--- src/rtl/udp_mux_sched_pkg.sv ---
// rtl/udp_mux_sched_pkg.sv - shared types and helpers for the UDP TX mux scheduler
package udp_mux_sched_pkg;

  // Frame-level scheduler states
  typedef enum logic [1:0] {
    IDLE  = 2'd0,
    GRANT = 2'd1,
    FRAME = 2'd2
  } sched_state_t;

  // Width of a saturating counter that must be able to hold stall_cycles itself
  function automatic int stall_cnt_width(input int stall_cycles);
    int w;
    w = $clog2(stall_cycles + 1);
    return (w < 1) ? 1 : w;
  endfunction

endpackage

--- src/rtl/rr_priority_pick.sv ---
// rtl/rr_priority_pick.sv - combinational round-robin / fixed-priority requester pick
module rr_priority_pick #(
  parameter int N  = 2,
  parameter int IW = $clog2(N)
) (
  input  logic [N-1:0]  i_req,
  input  logic [IW-1:0] i_ptr,
  input  logic          i_round_robin,
  output logic [IW-1:0] o_winner,
  output logic          o_found
);

  logic [N-1:0] w_above;
  logic         w_any_above;

  // Rotating mode prefers the lowest requester above the last grant, else wraps to the lowest overall
  always_comb begin
    w_above = '0;
    for (int k = 0; k < N; k++) begin
      w_above[k] = i_req[k] && (k > int'(i_ptr));
    end
    w_any_above = |w_above;
    o_found     = |i_req;
    o_winner    = '0;
    for (int k = N - 1; k >= 0; k--) begin
      if (i_round_robin && w_any_above) begin
        if (w_above[k]) o_winner = IW'(k);
      end else if (i_req[k]) begin
        o_winner = IW'(k);
      end
    end
  end

endmodule

--- src/rtl/udp_mux_scheduler.sv ---
// rtl/udp_mux_scheduler.sv - frame-level enable/select scheduler for the UDP TX mux
module udp_mux_scheduler
  import udp_mux_sched_pkg::*;
#(
  parameter int S_COUNT      = 2,
  parameter int ROUND_ROBIN  = 1,
  parameter int STALL_CYCLES = 1024
) (
  input  logic                       clk,
  input  logic                       reset,
  input  logic [S_COUNT-1:0]         req_hdr_valid,
  input  logic                       m_hdr_valid,
  input  logic                       m_hdr_ready,
  input  logic                       m_tvalid,
  input  logic                       m_tready,
  input  logic                       m_tlast,
  output logic                       enable,
  output logic [$clog2(S_COUNT)-1:0] select,
  output logic [S_COUNT-1:0]         grant_onehot,
  output logic                       busy,
  output logic                       frame_done,
  output logic                       stall_o
);

  localparam int                   SEL_W     = $clog2(S_COUNT);
  localparam int                   CNT_W     = stall_cnt_width(STALL_CYCLES);
  localparam logic [CNT_W-1:0]     STALL_MAX = CNT_W'(STALL_CYCLES);
  localparam logic [SEL_W-1:0]     LAST_IDX  = SEL_W'(S_COUNT - 1);
  localparam logic [S_COUNT-1:0]   ONE_HOT0  = S_COUNT'(1);

  sched_state_t       r_state, w_state_nxt;
  logic [SEL_W-1:0]   r_ptr, w_ptr_nxt;
  logic               r_ptr_valid, w_ptr_valid_nxt;
  logic               r_enable, w_enable_nxt;
  logic [SEL_W-1:0]   r_select, w_select_nxt;
  logic [S_COUNT-1:0] r_grant, w_grant_nxt;
  logic               r_busy, w_busy_nxt;
  logic               r_frame_done, w_frame_done_nxt;
  logic               r_stall_o, w_stall_o_nxt;
  logic               r_hdr_seen, w_hdr_seen_nxt;
  logic               r_last_seen, w_last_seen_nxt;
  logic [CNT_W-1:0]   r_stall_cnt, w_stall_cnt_nxt;

  logic               w_hdr_hs, w_last_hs, w_beat_hs, w_complete;
  logic [SEL_W-1:0]   w_ptr_eff, w_winner;
  logic               w_found;

  assign w_hdr_hs  = m_hdr_valid & m_hdr_ready;
  assign w_beat_hs = m_tvalid & m_tready;
  assign w_last_hs = w_beat_hs & m_tlast;

  // Before the first grant the pointer acts as "last index" so the first rotating pick starts at 0
  assign w_ptr_eff = r_ptr_valid ? r_ptr : LAST_IDX;

  rr_priority_pick #(
    .N  (S_COUNT),
    .IW (SEL_W)
  ) u_pick (
    .i_req         (req_hdr_valid),
    .i_ptr         (w_ptr_eff),
    .i_round_robin (ROUND_ROBIN != 0),
    .o_winner      (w_winner),
    .o_found       (w_found)
  );

  assign w_complete = (r_state != IDLE) &&
                      (r_hdr_seen  || w_hdr_hs) &&
                      (r_last_seen || w_last_hs);

  // Next-state, grant bookkeeping and stall watchdog; every output is a register fed from here
  always_comb begin
    w_state_nxt      = r_state;
    w_ptr_nxt        = r_ptr;
    w_ptr_valid_nxt  = r_ptr_valid;
    w_enable_nxt     = r_enable;
    w_select_nxt     = r_select;
    w_grant_nxt      = r_grant;
    w_busy_nxt       = r_busy;
    w_frame_done_nxt = 1'b0;
    w_stall_o_nxt    = 1'b0;
    w_hdr_seen_nxt   = r_hdr_seen;
    w_last_seen_nxt  = r_last_seen;
    w_stall_cnt_nxt  = '0;

    case (r_state)
      IDLE: begin
        if (w_found) begin
          w_state_nxt     = GRANT;
          w_enable_nxt    = 1'b1;
          w_select_nxt    = w_winner;
          w_grant_nxt     = ONE_HOT0 << w_winner;
          w_busy_nxt      = 1'b1;
          w_ptr_nxt       = w_winner;
          w_ptr_valid_nxt = 1'b1;
        end
      end
      GRANT, FRAME: begin
        if (w_hdr_hs)  w_hdr_seen_nxt  = 1'b1;
        if (w_last_hs) w_last_seen_nxt = 1'b1;
        if (w_complete) begin
          w_state_nxt      = IDLE;
          w_enable_nxt     = 1'b0;
          w_busy_nxt       = 1'b0;
          w_grant_nxt      = '0;
          w_frame_done_nxt = 1'b1;
          w_hdr_seen_nxt   = 1'b0;
          w_last_seen_nxt  = 1'b0;
        end else if ((r_state == GRANT) && w_hdr_hs) begin
          w_state_nxt  = FRAME;
          w_enable_nxt = 1'b0;
        end
      end
      default: begin
        w_state_nxt  = IDLE;
        w_enable_nxt = 1'b0;
        w_busy_nxt   = 1'b0;
        w_grant_nxt  = '0;
      end
    endcase

    // Watchdog only runs once the header has gone out and the frame is still open
    if ((STALL_CYCLES != 0) && (r_state != IDLE) && r_hdr_seen && !w_complete && !w_beat_hs) begin
      if (r_stall_cnt != STALL_MAX) begin
        w_stall_cnt_nxt = r_stall_cnt + CNT_W'(1);
        w_stall_o_nxt   = (r_stall_cnt + CNT_W'(1)) == STALL_MAX;
      end else begin
        w_stall_cnt_nxt = r_stall_cnt;
      end
    end
  end

  // State and output registers with synchronous reset
  always_ff @(posedge clk) begin
    if (reset) begin
      r_state      <= IDLE;
      r_ptr        <= '0;
      r_ptr_valid  <= 1'b0;
      r_enable     <= 1'b0;
      r_select     <= '0;
      r_grant      <= '0;
      r_busy       <= 1'b0;
      r_frame_done <= 1'b0;
      r_stall_o    <= 1'b0;
      r_hdr_seen   <= 1'b0;
      r_last_seen  <= 1'b0;
      r_stall_cnt  <= '0;
    end else begin
      r_state      <= w_state_nxt;
      r_ptr        <= w_ptr_nxt;
      r_ptr_valid  <= w_ptr_valid_nxt;
      r_enable     <= w_enable_nxt;
      r_select     <= w_select_nxt;
      r_grant      <= w_grant_nxt;
      r_busy       <= w_busy_nxt;
      r_frame_done <= w_frame_done_nxt;
      r_stall_o    <= w_stall_o_nxt;
      r_hdr_seen   <= w_hdr_seen_nxt;
      r_last_seen  <= w_last_seen_nxt;
      r_stall_cnt  <= w_stall_cnt_nxt;
    end
  end

  assign enable       = r_enable;
  assign select       = r_select;
  assign grant_onehot = r_grant;
  assign busy         = r_busy;
  assign frame_done   = r_frame_done;
  assign stall_o      = r_stall_o;

endmodule

--- config.mk ---
export PLATFORM = sky130hd
export DESIGN_NAME = udp_mux_scheduler
export DESIGN_NICKNAME = d
export VERILOG_FILES = /design/src/rtl/udp_mux_sched_pkg.sv /design/src/rtl/rr_priority_pick.sv /design/src/rtl/udp_mux_scheduler.sv
export SDC_FILE = /design/constraint.sdc
export NUM_CORES = 1
export LEC_CHECK = 0
export ABC_AREA = 1
export CORE_MARGIN = 2
export CORE_UTILIZATION = 24
export CTS_CLUSTER_SIZE = 12
export DETAILED_ROUTE_END_ITERATION = 16
export PLACE_DENSITY_LB_ADDON = 0.2
export SLEW_MARGIN = 20
export SYNTH_ARGS = -nofsm -noshare
export SYNTH_HDL_FRONTEND = slang
export SYNTH_SLANG_ARGS = --single-unit
--- constraint.sdc ---
create_clock -name clk -period 4.24 [get_ports clk]
set_clock_uncertainty 0.15 [all_clocks]
set_input_delay 0.848 -clock clk [delete_from_list [all_inputs] [get_ports clk]]
set_output_delay 0.848 -clock clk [all_outputs]
set_load 0.01 [all_outputs]
* Yosys cells after proc, flatten, opt, wreduce, memory -nomap -nowiden
Index checks and enable logic that the tools add are counted.
** Word-level totals
- Input port bits :: 9
- Register bits :: 23
- Word-level logic and storage cells :: 75
- Output and inout port bits :: 7
** Cells by class
- Multiplexer cells :: 23
- Bitwise gates (word level) :: 6
- Shift operators :: 1
- $add $sub $neg :: 1
- $lt $le $gt $ge :: 1
- Reduce and logical (&&, ||, !) cells :: 25
- Equal/unequal tests :: 7
** Operators by type and width (count)
- $mux W1 :: 14
- $add A11 B1 Y11 const B :: 1
- $eq A11 B11 Y1 const B :: 1
- $ne A11 B11 Y1 const B :: 1
- $mux W2 :: 5
- $reduce_and A2 Y1 :: 5
- $pmux W2 S2 :: 2
- $reduce_or A2 Y1 :: 4
- $logic_and A1 B1 Y1 :: 7
- $reduce_bool A2 Y1 :: 3
- $pmux W1 S2 :: 2
- $and A1 B1 Y1 :: 3
- $ne A3 B3 Y1 const B :: 1
- $not A1 Y1 :: 3
- $reduce_or A3 Y1 :: 1
- $eq A2 B1 Y1 const B :: 1
- $eq A2 B2 Y1 const B :: 1
- $logic_not A1 Y1 :: 2
- $logic_not A2 Y1 :: 1
- $logic_or A1 B1 Y1 :: 2
- $ne A2 B1 Y1 const B :: 1
- $ne A2 B2 Y1 const B :: 1
- $shl A1 B1 Y2 const A :: 1
- $gt A1 B1 Y1 const A :: 1

* Depth between registers and ports, before layout
Gate-level depths: netlist of the first run.
- Depth in word-level cells :: 9
- Mapped depth :: 9
- Gate-level depth less buffers :: 9

* Cells and area by module
A second synthesis of the first run with hierarchy kept.
** Unflattened totals
- Cells, all modules :: 175
- Area total of the unflattened synthesis :: 1229.9 µm²
** Modules (own cells, without submodules)
- udp_mux_scheduler :: times used 1, area an instance 1203.7 µm², seq. area each 460.4 µm², cells each 169
- rr_priority_pick :: times used 1, area an instance 26.3 µm², seq. area each 0.0 µm², cells each 6

* Worst setup path before layout of the first run
No wires, ideal clock.
- Path kind :: input to register
- From :: input m_tvalid
- To :: register r_stall_o (netlist: stall_o)
- Arrival time :: 1547 ps
- Setup time :: 111 ps
- Path slack :: 2432 ps
- Stages on the path :: 7
- Cells stage by stage :: nand2_1 -> o21bai_1 -> nand2_1 -> nand2_2 -> nor2_1 -> nand4_1 -> nor2_2
** Between the ends
- Cells in the longest elaborated chain, start to end :: 9
- Elaborated cells between the ends (all ways) :: 10
- Those cells by class :: bitwise: 3; reduce/logical: 7
** Ends and longest elaborated chain
- from (decl) :: RTL line udp_mux_scheduler.sv:14 : input logic m_tvalid,
- $and A1 B1 Y1 (*) :: RTL line udp_mux_scheduler.sv:49 : assign w_beat_hs = m_tvalid & m_tready;
- $and A1 B1 Y1 :: RTL line udp_mux_scheduler.sv:50 : assign w_last_hs = w_beat_hs & m_tlast;
- $logic_or A1 B1 Y1 :: RTL line udp_mux_scheduler.sv:68 : (r_last_seen || w_last_hs);
- $logic_and A1 B1 Y1 :: RTL line udp_mux_scheduler.sv:67 : (r_hdr_seen || w_hdr_hs) &&
- $logic_not A1 Y1 :: RTL line udp_mux_scheduler.sv:122 : if ((STALL_CYCLES != 0) && (r_state != IDLE) && r_hdr_seen && !w_complete && !w_beat_hs) begin
- $logic_and A1 B1 Y1 :: RTL line udp_mux_scheduler.sv:122
- $logic_and A1 B1 Y1 (*) :: RTL line udp_mux_scheduler.sv:122
- $not A1 Y1 (no source line) (*)
- $reduce_or A3 Y1 (no source line) (*)
- to (signal assigned) :: RTL line udp_mux_scheduler.sv:156 : r_stall_o <= w_stall_o_nxt;
- to (decl) :: RTL line udp_mux_scheduler.sv:39 : logic r_stall_o, w_stall_o_nxt;
Every way passes the cells marked *; elsewhere a longest branch is shown, timed or not.
A chain may end at the register's enable or synchronous reset.

==> summary.txt, run 1 <==
Setup path
  • CP Launch Type: flip-flop
  • WP data arrival: between 1 and 1.5 ns
  • Crit-path max FO: 5
  • Crit-path leading delay family: buffers and inverters
  • Cells along the critical path: clkdlybuf4s50_1
  • Critical Path Sink Type: output pin
  • Crit Path Class: flip-flop to output pin
  • Crit-path max cell delay: between 0.5 and 0.6 ns
  • CP max stage cell: clkdlybuf4s50_1
  • Critical Path RT: 3.24 ns
  • Buf/Inv on CP: 1

Drt
  • DRC violations left: 0
  • Total Wirelength: between 2 and 2.5 mm
  • Via count: between 1000 and 1500
  • Drt first pass iters: 4
  • WL per Instance: 9.713 um
  • Drt via density: about 4.4
  • Antenna Nets Post-Route: 0
  • Iteration-0 DRC Markers: 29

Finish
  • Antenna Cells: 0
  • Area occupied by multi-input gates: between 500 and 600 um2
  • Most frequent cells in the layout: 38 x nand2_1, 23 x inv_1, 22 x dfxtp_1, 20 x nor2_1
  • Fillcell total: 517
  • Commonest non-fill, non-tap cell in the layout: nand2_1
  • Share of cells above drive strength 1: under 10%
  • Final net count: slightly below 200
  • Area Growth Syn to Fin: 23.46%
  • Seq. cell area: ~440 um2

Run status
  • Status: finished clean

Place
  • Port-buffer cells: 15
  • Gp weighted congestion: around 0.75
  • Post-DP HPWL: 1.853 mm

Power and ir drop
  • Pwr/cell area: 424.0 nW/um2
  • Leakage power: 0.5517 nW
  • VDD IR-drop max: 0.0002100 V

Floorplan
  • Cell Rows: 25
  • Die Ht: around 73 um
  • Initial Util: between 20 and 25%
  • Die ar.: 5322 um2
  • Die extent in x: between 70 and 80 um
  • CORE AREA: 4661 um2
  • IO Pins: 16

Clock network
  • Post_cts resized: 0
  • CTS tree: yes
  • Setup bufs post-CTS: 0
  • Inserted Clock Buffers: 3
  • Root buffer cell: clkbuf_8
  • CTS max path bufs: 2
  • Reg clk slew, reported paths: around 0.080 ns
  • CTS sink cnt: 22
  • Worst-Skew Late Latency: roughly 0.26 ns
  • Hold buffers post-CTS: 0
  • CTS H-tree depth: 1

STA
  • Final Setup Violations: 0
  • Rel. slew slack: between 70% and 80%
  • Fin crit period: about 2.2 ns
  • Final Hold Fails: 0
  • RSZ-0062 raised after global routing: no
  • Hold slack final: between 0.3 and 0.4 ns
  • Fin. max-slew vios: 0
  • Achievable Freq: 447.7 MHz
  • Setup TNS: 0 ns
  • Slew @ Worst Pin: ~0.36 ns
  • Tcrit/Tclk final: a little over half

GRT
  • Vias in the first global route: a little under 1000
  • Grt ovf: 0
  • Total track usage: under 10%
  • Initial antenna violation count: 0
  • First-pass GRT wire length: around 4 mm
  • Largest net degree at the start of global routing: 13

Yosys
  • Syn_nets: 179
  • Avg Cell Area, Syn: approximately 7 um2
  • Mapped Cells: 165
  • Seq/Total Area, Yosys: 38.60%
  • Netlist cell types: 21
  • Synth Register Bits: 22
  • Syn. warnings: 0
  • Mapped cell area: between 1000 and 1500 um2

Job
  • Max Cap Viol: 0

Min path
  • Worst Hold Class: flip-flop to flip-flop
==> synth_stat cells, drive strengths merged <==
library cell  count  area share (%)
a21oi            15             6.6
buf               1            0.44
clkinv            1            0.33
dfxtp            22              39
ha                5             5.5
inv              25             8.2
nand2            41              14
nand3            11             5.7
nand4             6             3.3
nor2             23             8.2
nor3              3             2.2
o2111ai           1            0.77
o21ai             7             3.1
o21bai            1            0.66
xor2              3             2.3
==> power by group <==
group,internal (mW),switching (mW),total (mW)
logic,0.0856,0.114,0.199
clock network,0.0827,0.0686,0.151
registers,0.231,0.0153,0.247
==> registers in the layout, summed over array words and instances (netlist names) <==
name / cells
frame_done: 1
r_ptr_valid: 1
select: 1
r_last_seen: 1
busy: 1
r_hdr_seen: 1
r_state: 2
stall_o: 1
r_stall_cnt: 11
grant_onehot: 2
==> layer usage <==
metal / wire length [um] / vias up / global-route usage (%)
met3: 98 / 4 / 3.039
li1: - / 563 / -
met5: 0 / - / 0
met4: 32 / 0 / 3.704
met2: 1143 / 21 / 17.27
met1: 1027 / 449 / 10.47
==> layout make-up <==
cell class	count	area share, %
multi-input cells	116	42.45
flip-flops and latches	22	31.26
repair buffers	15	10.66
inverters	26	6.927
well taps	54	4.796
clock buffers	4	3.908
==> cells by family after synthesis <==
logic type,synth area share (%)
simple gates,33.55
xor+xnor,2.303
buf+inv,8.990
fa+ha+maj,5.482
flops,38.60
compound gates,11.07
==> worst paths after layout <==
kind,slack (ns),from,to,cells after the start
hold reg to reg,0.31,r_ptr_valid,r_ptr_valid,2
setup reg to reg,2.50,r_state[0],stall_o,9
hold / removal,0.31,r_ptr_valid,r_ptr_valid,2
setup / recovery,2.01,r_state[0],enable,1
==> stage by stage <==
stage	util [%]	area, um2	power, mW	worst slack, ns	std cells
2_1_floorplan	-	1141	0.3840	2.432	165
3_3_place_gp	29.05	1354	0.4553	1.795	233
3_5_place_dp	29.05	1354	0.4524	1.809	233
4_1_cts	30.23	1409	0.6074	1.980	237
5_1_grt	30.23	1409	0.6409	1.913	237
6_report	30.23	1409	0.5974	2.007	237
Note: power is estimated with default switching activity, not from simulation.
==> run 2: changes to the inputs <==
==> constraint.sdc (replaced) <==
create_clock -name clk -period 2 [get_ports clk]
set_clock_uncertainty 0.15 [all_clocks]
set_input_delay 0.4 -clock clk [delete_from_list [all_inputs] [get_ports clk]]
set_output_delay 0.4 -clock clk [all_outputs]
set_load 0.01 [all_outputs]
==> run 2 against run 1 <==
Net effect: wire length decreased by 0.13%; via count fell by 1.6%; sequential power increased by 110%; worst setup slack got worse by 1.8 ns.
==> summary.txt, run 2 (synthesis gave the netlist of run 1 again) <==
Min path
  • Worst Hold Class: flip-flop to flip-flop

Drt
  • Met2 wire len: 1.136 mm (-0.61%)
  • DRC violations left: 0 (unchanged)
  • Total Wirelength: 2.299 mm (-0.13%)
  • M1 WL: 1.068 mm (+4.0%)
  • Drt via density: 4.250 (-2.9%)
  • Met3 routed WL: 77 um (-21%)
  • Iteration-0 DRC Markers: 28 (-3.4%)
  • Top Metal Used: met4
  • Antenna Nets Post-Route: 0 (unchanged)
  • WL per Instance: 9.579 um (-1.4%)
  • Via count: 1020 (-1.6%)
  • Drt first pass iters: 4 (unchanged)

Setup path
  • CP Launch Type: flip-flop
  • R2r setup slk: 0.28 ns (-2.22 ns)
  • CP max stage cell: clkdlybuf4s50_1
  • Critical Path Sink Type: output pin
  • Buf/Inv on CP: 1 (unchanged)
  • WP data arrival: 1.24 ns (about the same)
  • Crit-path max FO: 5 (unchanged)
  • Cells along the critical path: clkdlybuf4s50_1
  • Critical Path RT: 1.45 ns (-1.79 ns)
  • Crit Path Class: flip-flop to output pin
  • Crit-path max cell delay: 0.57 ns (about the same)
  • Crit-path leading delay family: buffers and inverters

STA
  • Final WS setup: 0.2107 ns (-1.796 ns)
  • Final Hold Fails: 0 (unchanged)
  • Rel. slew slack: 78.11% (+2.4 points)
  • Achievable Freq: 558.9 MHz
  • RSZ-0062 raised after global routing: no
  • Slew @ Worst Pin: 0.3250 ns (-0.03779 ns)
  • Tcrit/Tclk final: 89.46%
  • Fin crit period: 1.789 ns
  • Fin. max-slew vios: 0 (unchanged)
  • Final Setup Violations: 0 (unchanged)
  • Setup TNS: 0 ns (unchanged)

Power and ir drop
  • VDD IR-drop max: 0.0004066 V (+94%)
  • Pwr/cell area: 885.6 nW/um2 (+110%)
  • Leakage power: 0.5659 nW (+2.6%)

GRT
  • Total track usage: 10.20% (+0.59 points)
  • Vias in the first global route: 1000 (+0.50%)
  • First-pass GRT wire length: 4.236 mm (+5.8%)
  • Initial antenna violation count: 0 (unchanged)
  • Grt ovf: 0 (unchanged)
  • Largest net degree at the start of global routing: 13 (unchanged)

Place
  • Place WS: 0.06617 ns (-1.743 ns)
  • Port-buffer cells: 15 (unchanged)
  • Post-DP HPWL: 1.884 mm (+1.7%)
  • Gp weighted congestion: 0.8097 (+8.7%)

Finish
  • Antenna Cells: 0 (unchanged)
  • Commonest non-fill, non-tap cell in the layout: nand2_1
  • Final net count: 201 (+1.5%)
  • Share of cells above drive strength 1: 10.22% (+1.5 points)
  • Biggest register: r_stall_cnt
  • Most frequent cells in the layout: 38 x nand2_1, 23 x inv_1, 22 x dfxtp_1, 20 x nor2_1
  • Fillcell total: 507 (-1.9%)
  • Max reg flops: 11 (unchanged)
  • Area Growth Syn to Fin: 25.44%

Floorplan
  • CORE AREA: 4661 um2 (unchanged)
  • IO Pins: 16 (unchanged)
  • Die ar.: 5322 um2 (unchanged)
  • Initial Util: 24.48% (unchanged)
  • Die Ht: 72.96 um (unchanged)
  • Die extent in x: 72.96 um (unchanged)
  • Cell Rows: 25 (unchanged)

Clock network
  • CTS max path bufs: 2 (unchanged)
  • Setup bufs post-CTS: 0 (unchanged)
  • Inserted Clock Buffers: 3 (unchanged)
  • Worst-Skew Late Latency: 0.26 ns (about the same)
  • Post_cts resized: 0 (unchanged)
  • CTS H-tree depth: 1 (unchanged)
  • Root buffer cell: clkbuf_8
  • CTS sink cnt: 22 (unchanged)
  • Reg clk slew, reported paths: 0.08 ns (about the same)
  • Hold buffers post-CTS: 0 (unchanged)
  • CTS tree: yes

Run status
  • Status: finished clean

Job
  • Max Cap Viol: 0 (unchanged)
-- run 2: cell types whose count changed in the layout (fill, tap and decap cells not counted) --
| cell | change |
|---|---|
| buf_4 | +3 |
-- run 2: routing by layer --
layer  global-route usage (%)  vias up
met5                        0        -
met4                    2.881        0
met2                    17.98       13
met3                    3.039        2
met1                    11.95      436
li1                         -      569
-- run 2: final timing paths --
path,start,to,cells past startpoint
worst max-delay path,r_state[0],enable,1
worst min-delay path,r_ptr_valid,r_ptr_valid,2
worst max register to register,r_state[0],stall_o,9
worst min register to register,r_ptr_valid,r_ptr_valid,2
-- run 2: stage by stage --
step	total power [mW]	util (%)	hold slack (ns)	instances	area, um2
floorplan	0.8141	-	0.2807	165	1141
global placement	0.9722	29.53	0.3061	236	1376
detailed placement	0.9728	29.53	0.3081	236	1376
CTS	1.298	30.71	0.3197	240	1431
global route	1.384	30.71	0.3438	240	1431
finish	1.268	30.71	0.3119	240	1431
-- run 2: final cells by class --
cell class | instances | area (um2) | share of cell area (%)
repair buffers | 18 | 172.7 | 12.06
well taps | 54 | 67.56 | 4.720
inverters | 26 | 97.59 | 6.818
multi-input cells | 116 | 598.1 | 41.78
clock buffers | 4 | 55.05 | 3.846
flip-flops and latches | 22 | 440.4 | 30.77
-- run 2: where the power goes --
part	internal, mW	total (mW)	switching [mW]
Combinational	0.186	0.429	0.243
Clock	0.175	0.314	0.139
Sequential	0.490	0.525	0.0341
Total	0.852	1.27	0.416
==> run 3: changes to the inputs <==
==> constraint.sdc (replaced) <==
create_clock -name clk -period 2.12 [get_ports clk]
set_clock_uncertainty 0.15 [all_clocks]
set_input_delay 0.424 -clock clk [delete_from_list [all_inputs] [get_ports clk]]
set_output_delay 0.424 -clock clk [all_outputs]
set_load 0.01 [all_outputs]
==> run 3 against run 2 <==
Net effect: final area unchanged; register-to-register slack better by 0.20 ns; wire length rose by 2.2%; combinational power decreased by 2%; non-clock buffer count is the same; critical endpoint unchanged; largest cell class unchanged.
==> summary.txt, run 3 (synthesis gave the netlist of run 1 again) <==
Finish
  • Biggest register: r_stall_cnt
  • Fin area: 1431 um2 (unchanged)
  • Area Growth Syn to Fin: 25.44% (unchanged)
  • Antenna Cells: 0 (unchanged)
  • Share of cells above drive strength 1: 10.22% (unchanged)
  • Commonest non-fill, non-tap cell in the layout: nand2_1
  • Final net count: 201 (unchanged)
  • Fillcell total: 523 (+3.2%)
  • Max reg flops: 11 (unchanged)
  • Most frequent cells in the layout: 38 x nand2_1, 23 x inv_1, 22 x dfxtp_1, 20 x nor2_1

Setup path
  • R2r endpoint: stall_o
  • Critical Path Sink Type: output pin
  • R2r setup slk: 0.48 ns (+0.20 ns)
  • WP data arrival: 1.26 ns (+0.02 ns)
  • Critical Path RT: 1.55 ns (+0.10 ns)
  • Register-to-Register Path Depth: 9 (unchanged)
  • CP Launch Type: flip-flop
  • RR Startpoint: r_state[1]
  • Crit-path max FO: 4 (-1)
  • Crit Path Class: flip-flop to output pin

Floorplan
  • Die Ht: 72.96 um (unchanged)
  • Die ar.: 5322 um2 (unchanged)
  • Die extent in x: 72.96 um (unchanged)
  • IO Pins: 16 (unchanged)
  • CORE AREA: 4661 um2 (unchanged)
  • Initial Util: 24.48% (unchanged)
  • Cell Rows: 25 (unchanged)

Clock network
  • Setup bufs post-CTS: 0 (unchanged)
  • Worst-Skew Late Latency: 0.26 ns (about the same)
  • CTS sink cnt: 22 (unchanged)
  • Reg clk slew, reported paths: 0.08 ns (about the same)
  • Post_cts resized: 0 (unchanged)
  • CTS tree: yes
  • Inserted Clock Buffers: 3 (unchanged)
  • CTS max path bufs: 2 (unchanged)
  • CTS H-tree depth: 1 (unchanged)
  • Root buffer cell: clkbuf_8
  • Hold buffers post-CTS: 0 (unchanged)

Drt
  • Iteration-0 DRC Markers: 23 (-18%)
  • Drt via density: 4.288 (+0.88%)
  • Drt first pass iters: 4 (unchanged)
  • DRC violations left: 0 (unchanged)
  • Via count: 1029 (+0.88%)
  • WL per Instance: 9.792 um (+2.2%)
  • Total Wirelength: 2.350 mm (+2.2%)
  • Antenna Nets Post-Route: 0 (unchanged)

Min path
  • Worst Hold Class: flip-flop to flip-flop
  • Hold path cells: 2 (unchanged)
  • WHS Endpoint: busy
  • Hold Startpoint: busy

STA
  • Slew @ Worst Pin: 0.3230 ns (-0.001961 ns)
  • RSZ-0062 raised after global routing: no
  • Setup TNS: 0 ns (unchanged)
  • Final Setup Violations: 0 (unchanged)
  • Fin. max-slew vios: 0 (unchanged)
  • Fin crit period: approximately 1.8 ns
  • Tcrit/Tclk final: a little under nine tenths
  • Rel. slew slack: 78.24% (+0.13 points)
  • Final Hold Fails: 0 (unchanged)
  • Achievable Freq: 546.4 MHz

GRT
  • Vias in the first global route: 1029 (+2.9%)
  • Largest net degree at the start of global routing: 13 (unchanged)
  • Total track usage: 10.31% (+0.11 points)
  • Grt ovf: 0 (unchanged)
  • Initial antenna violation count: 0 (unchanged)
  • First-pass GRT wire length: 4.312 mm (+1.8%)

Place
  • Area after DPL: 1376 um2 (unchanged)
  • Gp weighted congestion: 0.7317 (-9.6%)
  • Post-DP HPWL: 1.898 mm (+0.75%)
  • Port-buffer cells: 15 (unchanged)

Power and ir drop
  • Pwr/cell area: 841.3 nW/um2 (-5.0%)
  • VDD IR-drop max: 0.0003979 V (-2.1%)
  • Leakage power: 0.5658 nW (about the same)

Run status
  • Status: finished clean

Job
  • Max Cap Viol: 0 (unchanged)
run 3: cell counts in the layout (fill, tap and decap cells not counted):
No cell type changed its count.
run 3: worst max-delay path: stages, from the launching register on:
cell,delay [ns]
dfxtp_1,0.34
buf_4,0.13
clkdlybuf4s50_1,0.53
run 3: metrics by stage:
step / std cells / worst slack (ns) / hold slack [ns] / power (mW) / util (%)
after global routing: 240 / 0.2354 / 0.3338 / 1.325 / 30.71
after detailed placement: 236 / 0.1205 / 0.3064 / 0.9234 / 29.53
after CTS: 240 / 0.2650 / 0.3182 / 1.235 / 30.71
final: 240 / 0.2897 / 0.3142 / 1.204 / 30.71
after floorplan: 165 / 0.5487 / 0.2807 / 0.7680 / -
after global placement: 236 / 0.1299 / 0.3061 / 0.9281 / 29.53
run 3: routing by layer:
metal	vias to the layer above	GRT usage, %	wire length [um]
met5	-	0	0
met4	0	3.704	24
met3	2	3.039	74
met2	11	18.38	1203
met1	447	11.59	1048
li1	569	-	-
run 3: final cells by class:
| class | instances | area (um2) | share of cell area (%) |
|---|---|---|---|
| multi-input combinational | 116 | 598.1 | 41.78 |
| clock buffer | 4 | 55.05 | 3.846 |
| tap | 54 | 67.56 | 4.720 |
| timing repair buffer | 18 | 172.7 | 12.06 |
| inverter | 26 | 97.59 | 6.818 |
| sequential | 22 | 440.4 | 30.77 |
run 3: worst max-delay path by stage:
stage                     startpoint        endpoint  slack (ns)  cells after the start
after global placement      m_tvalid         stall_o        0.13                      8
after CTS                 r_state[0]          enable        0.26                      2
after detailed placement    m_tready  r_stall_cnt[0]        0.12                      8
after global routing      r_state[0]          enable        0.24                      2
final                     r_state[0]          enable        0.29                      2
after floorplan           r_state[0]         stall_o        0.55                      9
run 3: power breakdown:
part / internal [mW] / switching (mW) / total [mW]
logic: 0.184 / 0.236 / 0.419
clock network: 0.165 / 0.134 / 0.299
registers: 0.463 / 0.0233 / 0.486
